<file path="src/rtl/alu_arbiter.sv">
// Two-requester front end that time-shares one external ALU.
// Each accepted operation runs IDLE -> EXEC -> RESP. RR_EN selects round-robin (1) or fixed priority (0).
module alu_arbiter #(
  parameter bit RR_EN = 1'b1
) (
  input  logic        clk,
  input  logic        rst,
  input  logic        req0_valid,
  output logic        req0_ready,
  input  logic [3:0]  req0_op,
  input  logic [31:0] req0_a,
  input  logic [31:0] req0_b,
  input  logic        req1_valid,
  output logic        req1_ready,
  input  logic [3:0]  req1_op,
  input  logic [31:0] req1_a,
  input  logic [31:0] req1_b,
  output logic        rsp0_valid,
  input  logic        rsp0_ready,
  output logic [31:0] rsp0_result,
  output logic        rsp0_zero,
  output logic        rsp0_err,
  output logic        rsp1_valid,
  input  logic        rsp1_ready,
  output logic [31:0] rsp1_result,
  output logic        rsp1_zero,
  output logic        rsp1_err,
  output logic [3:0]  alu_op,
  output logic [31:0] alu_a,
  output logic [31:0] alu_b,
  input  logic [31:0] alu_out,
  input  logic        alu_zero
);

  localparam logic [3:0] OP_ADD = 4'b0010;
  localparam logic [3:0] OP_MAX = 4'b1001;

  typedef enum logic [1:0] {IDLE, EXEC, RESP} state_e;

  state_e      state_q;
  logic        lastGrant_q;
  logic        grantIdx_q;
  logic        postReset_q;
  logic [3:0]  op_q;
  logic [31:0] a_q;
  logic [31:0] b_q;
  logic [31:0] result_q;
  logic        zero_q;
  logic        err_q;
  logic        valid0_q;
  logic        valid1_q;

  logic        grant_d;
  logic        acceptOpen;
  logic        transfer;
  logic        rspReadySel;
  logic        opSupported;
  logic        inExec;

  // On a tie, round-robin hands the slot to whoever did not win last time.
  always_comb begin
    grant_d = 1'b0;
    if (req0_valid && req1_valid) begin
      grant_d = RR_EN ? ~lastGrant_q : 1'b0;
    end else if (req1_valid) begin
      grant_d = 1'b1;
    end
  end

  // Readiness is a function of state and requests only, never of the response handshake.
  assign acceptOpen  = (state_q == IDLE) && !rst && !postReset_q;
  assign req0_ready  = acceptOpen && req0_valid && !grant_d;
  assign req1_ready  = acceptOpen && req1_valid && grant_d;
  assign transfer    = req0_ready || req1_ready;

  assign inExec      = (state_q == EXEC);
  assign alu_op      = inExec ? op_q : OP_ADD;
  assign alu_a       = inExec ? a_q : 32'd0;
  assign alu_b       = inExec ? b_q : 32'd0;
  assign opSupported = (op_q <= OP_MAX);

  assign rspReadySel = grantIdx_q ? rsp1_ready : rsp0_ready;

  assign rsp0_valid  = valid0_q;
  assign rsp1_valid  = valid1_q;
  assign rsp0_result = result_q;
  assign rsp1_result = result_q;
  assign rsp0_zero   = zero_q;
  assign rsp1_zero   = zero_q;
  assign rsp0_err    = err_q;
  assign rsp1_err    = err_q;

  always_ff @(posedge clk) begin
    if (rst) begin
      state_q     <= IDLE;
      lastGrant_q <= 1'b1;
      grantIdx_q  <= 1'b0;
      postReset_q <= 1'b1;
      op_q        <= 4'd0;
      a_q         <= 32'd0;
      b_q         <= 32'd0;
      result_q    <= 32'd0;
      zero_q      <= 1'b0;
      err_q       <= 1'b0;
      valid0_q    <= 1'b0;
      valid1_q    <= 1'b0;
    end else begin
      postReset_q <= 1'b0;
      case (state_q)
        IDLE: begin
          if (transfer) begin
            op_q        <= grant_d ? req1_op : req0_op;
            a_q         <= grant_d ? req1_a : req0_a;
            b_q         <= grant_d ? req1_b : req0_b;
            grantIdx_q  <= grant_d;
            lastGrant_q <= grant_d;
            state_q     <= EXEC;
          end
        end
        EXEC: begin
          // Unsupported codes never see the ALU result; they report a flagged zero.
          result_q <= opSupported ? alu_out : 32'd0;
          zero_q   <= opSupported ? alu_zero : 1'b1;
          err_q    <= !opSupported;
          valid0_q <= !grantIdx_q;
          valid1_q <= grantIdx_q;
          state_q  <= RESP;
        end
        RESP: begin
          if (rspReadySel) begin
            valid0_q <= 1'b0;
            valid1_q <= 1'b0;
            state_q  <= IDLE;
          end
        end
        default: begin
          valid0_q <= 1'b0;
          valid1_q <= 1'b0;
          state_q  <= IDLE;
        end
      endcase
    end
  end

endmodule

</file>
<file path="config.mk">
export PLATFORM = sky130hd
export DESIGN_NAME = alu_arbiter
export DESIGN_NICKNAME = d
export VERILOG_FILES = /design/src/rtl/alu_arbiter.sv
export SDC_FILE = /design/constraint.sdc
export NUM_CORES = 1
export LEC_CHECK = 0
export BUFFER_PORTS_ARGS = -buffer_cell sky130_fd_sc_hd__buf_2
export CORE_MARGIN = 5
export CORE_UTILIZATION = 40
export CTS_CLUSTER_DIAMETER = 30
export DETAILED_ROUTE_END_ITERATION = 12
export GPL_TIMING_DRIVEN = 0
export PLACE_DENSITY = 0.75
export REMOVE_ABC_BUFFERS = 1
export SLEW_MARGIN = 20
export SYNTH_ARGS = -nofsm -noshare
export SYNTH_HDL_FRONTEND = slang
export SYNTH_SLANG_ARGS = --single-unit
</file>
<file path="constraint.sdc">
create_clock -name clk -period 1.3 [get_ports clk]
set_input_delay 0.13 -clock clk [delete_from_list [all_inputs] [get_ports clk]]
set_output_delay 0.13 -clock clk [all_outputs]
set_load 0.05 [all_outputs]
</file>
==> out/qor.yml <==
sta:
  whs_ps: 23.43
  fmaxAchievable_ghz: 0.5773
  clock_skew_ps: 11.49
  period_needed_ps: 1732
  slew_headroom: 0.7176
  hold_viol_final: 0
  setup-violations-final: 148
  fin_tns_setup_ps: -49960
  layout_setup_ws_ps: -432.3
  finalCritPeriodShare: 1.333
  tightest_slew_ps: 423.6
  drv_slew: 0
  rsz0062_at_grt: "yes"
cells_and_area:
  final_cell_area_sq_um: 9351
  post-route-util: 0.6737
  fillers: 1042
  layout.nets: 1075
  seqCellArea_sq_um: 2190
  multi_input_area_sq_um: 3236
  final_cell_mix: "buf_2 (243), mux2i_1 (136), dfxtp_1 (107)"
  diodes: 0
  fin_cells: 1084
  layout_commonest_cell: "buf_2"
  flow.area_growth_from_synthesis_pct: 65.79
  drive_gt1_frac: 0.5631
yosys:
  synth_area_per_cell_sq_um: 9.642
  ys_seq_area_frac: 0.3869
  synth_cells: 585
  yosysWarningCount: 0
  synth_area_sq_um: 5640
  yosysUniqueCellTypes: 27
  synth_seq_cells: 109
global_routing:
  grt_pass1_wl_mm: 27.83
  grt_pass1_vias: 5286
  grtUsageTotal: 0.2153
  grt_max_degree: 66
  antenna_found_initial: 0
  grt-ovfl-total: 0
clock_tree:
  clockRootBuffer: "clkbuf_16"
  numCtsBuffers: 9
  worstSkewPairLatency_ps: 350
  cts_tree: "yes"
  cts.sinks: 109
  htreeDepth: 3
  clkTransAtPathRegs_ps: 80
  clockBufferDepth: 2
placement:
  place_ws_ps: -991.6
  dp_cells: 1008
  placed_area_sq_um: 7129
  io_buffers: 314
  place_hpwl_mm: 11.67
  gp_congestion: 0.7508
drt:
  drt_iter0_drc: 229
  drc: 0
  wl_per_cell_um: 18.31
  avgViaCountPerCell: 4.959
  postRouteAntennaNets: 0
  detail_route.first_pass.iterations: 6
  vias: 5376
  wirelength_mm: 19.85
run_status:
  outcome: "finished with violations"
  violations: "setup timing"
floorplan:
  fp.coreArea_sq_um: 13880
  start_util: 0.4063
  die_x_um: 128.7
  rows: 43
  chipHeight_um: 128.7
  dieArea_sq_um: 16580
  io_pins: 315
power:
  total_power_mw: 8.803
  p_leak_nw: 4.201
  p_per_area_nw_per_um2: 941.3
  ir_drop_mv: 0.8286
setup_path:
  crit_path_max_fanout: 7
  worstSetupEndpointType: "primary output"
  arrival_ps: 1600
  start_kind: "flop"
  required_ps: 1170
  worstSetupPathType: "reg -> out"
run:
  max-cap-violations: 0
min_path:
  min_path_type: "in -> reg"
[power by group]
group,internal [mW],switching (mW),leakage [nW]
sequential,3.58,0.155,0.894
combinational,1.14,1.30,3.17
clock,1.33,1.31,0.136
[kinds of logic (layout without fill, tap and decap cells)]
| group | after synthesis | after routing | synth area share |
|---|---|---|---|
| AND/OR/NAND/NOR | 212 | 213 | 0.2152 |
| AO/OA/AOI/OAI | 43 | 44 | 0.04459 |
| flip-flops | 109 | 109 | 0.3869 |
| buffers and inverters | 84 | 401 | 0.1102 |
| multiplexers | 137 | 137 | 0.2431 |
[worst max-delay path, cell delays in order (launching register included)]
cell and delay (ps):
dfxtp_4 360, nor2b_4 210, buf_12 190, buf_12 120
buf_12 100, and2_4 140, buf_8 140
[Yosys cell counts]
| cell type | number | area (sq um) |
|---|---|---|
| mux2i_1 | 137 | 1371 |
| dfxtp_1 | 109 | 2182 |
| nand2b_1 | 72 | 450.4 |
| and2_1 | 67 | 419.2 |
| buf_4 | 41 | 307.8 |
| a21oi_1 | 33 | 165.2 |
| nand2_1 | 33 | 123.9 |
| nand3_1 | 32 | 160.2 |
| clkbuf_1 | 17 | 63.81 |
| buf_2 | 12 | 60.06 |
| buf_12 | 8 | 160.2 |
| inv_1 | 3 | 11.26 |
| nor2_1 | 3 | 11.26 |
| buf_1 | 2 | 7.510 |
| nor2b_1 | 2 | 12.51 |
| o21bai_1 | 2 | 15.01 |
| o32ai_1 | 2 | 17.52 |
| a211oi_1 | 1 | 7.510 |
| a21boi_1 | 1 | 7.510 |
| a221o_1 | 1 | 10.01 |
| a311oi_1 | 1 | 8.760 |
| and2_2 | 1 | 7.510 |
| buf_6 | 1 | 11.26 |
| nand3b_1 | 1 | 7.510 |
| nor4_4 | 1 | 21.27 |
| o21a_4 | 1 | 15.01 |
| o21ai_1 | 1 | 5.000 |
[flip-flops by register name, indices dropped and copies added, names as in the netlist]
register and flops:
a_q 32, b_q 32, grantIdx_q 1, lastGrant_q 1
op_q 4, postReset_q 1, rsp0_err 1, rsp0_result 32
rsp0_valid 1, rsp0_zero 1, rsp1_valid 1, state_q 2
[timing repair]
action | in CTS | in global routing
pin swaps | 40 | 53
gates cloned | 15 | 4
endpoints found under the hold margin | 0 | 0
hold buffers | 0 | 0
gates resized for setup | 269 | 100
endpoints found under the setup margin | 178 | 176
buffers inserted | 45 | 12
[metal layers]
metal,routed length (um),vias to the layer above,GRT usage
li1,-,2555,-
met1,7052,2528,0.2319
met2,10530,257,0.3994
met3,1714,36,0.06559
met4,548,0,0.06980
met5,0,-,0
[final timing paths]
kind                  start               to  slack, ps  cells after the start
min reg2reg  rsp0_result[6]   rsp0_result[6]        460                      2
min             alu_out[16]  rsp0_result[16]         20                      3
max              state_q[0]        alu_a[18]       -430                      6
max reg2reg      state_q[0]           a_q[8]       -420                      7
[final cells by class]
type / instances / area share
Timing Repair Buffer: 383 / 0.3645
Sequential cell: 109 / 0.2341
Tap cell: 180 / 0.02408
Multi-Input combinational cell: 394 / 0.3460
Clock buffer: 9 / 0.02408
Clock inverter: 6 / 0.006021
Inverter: 3 / 0.001204
Note: power is estimated with default switching activity, not from simulation.
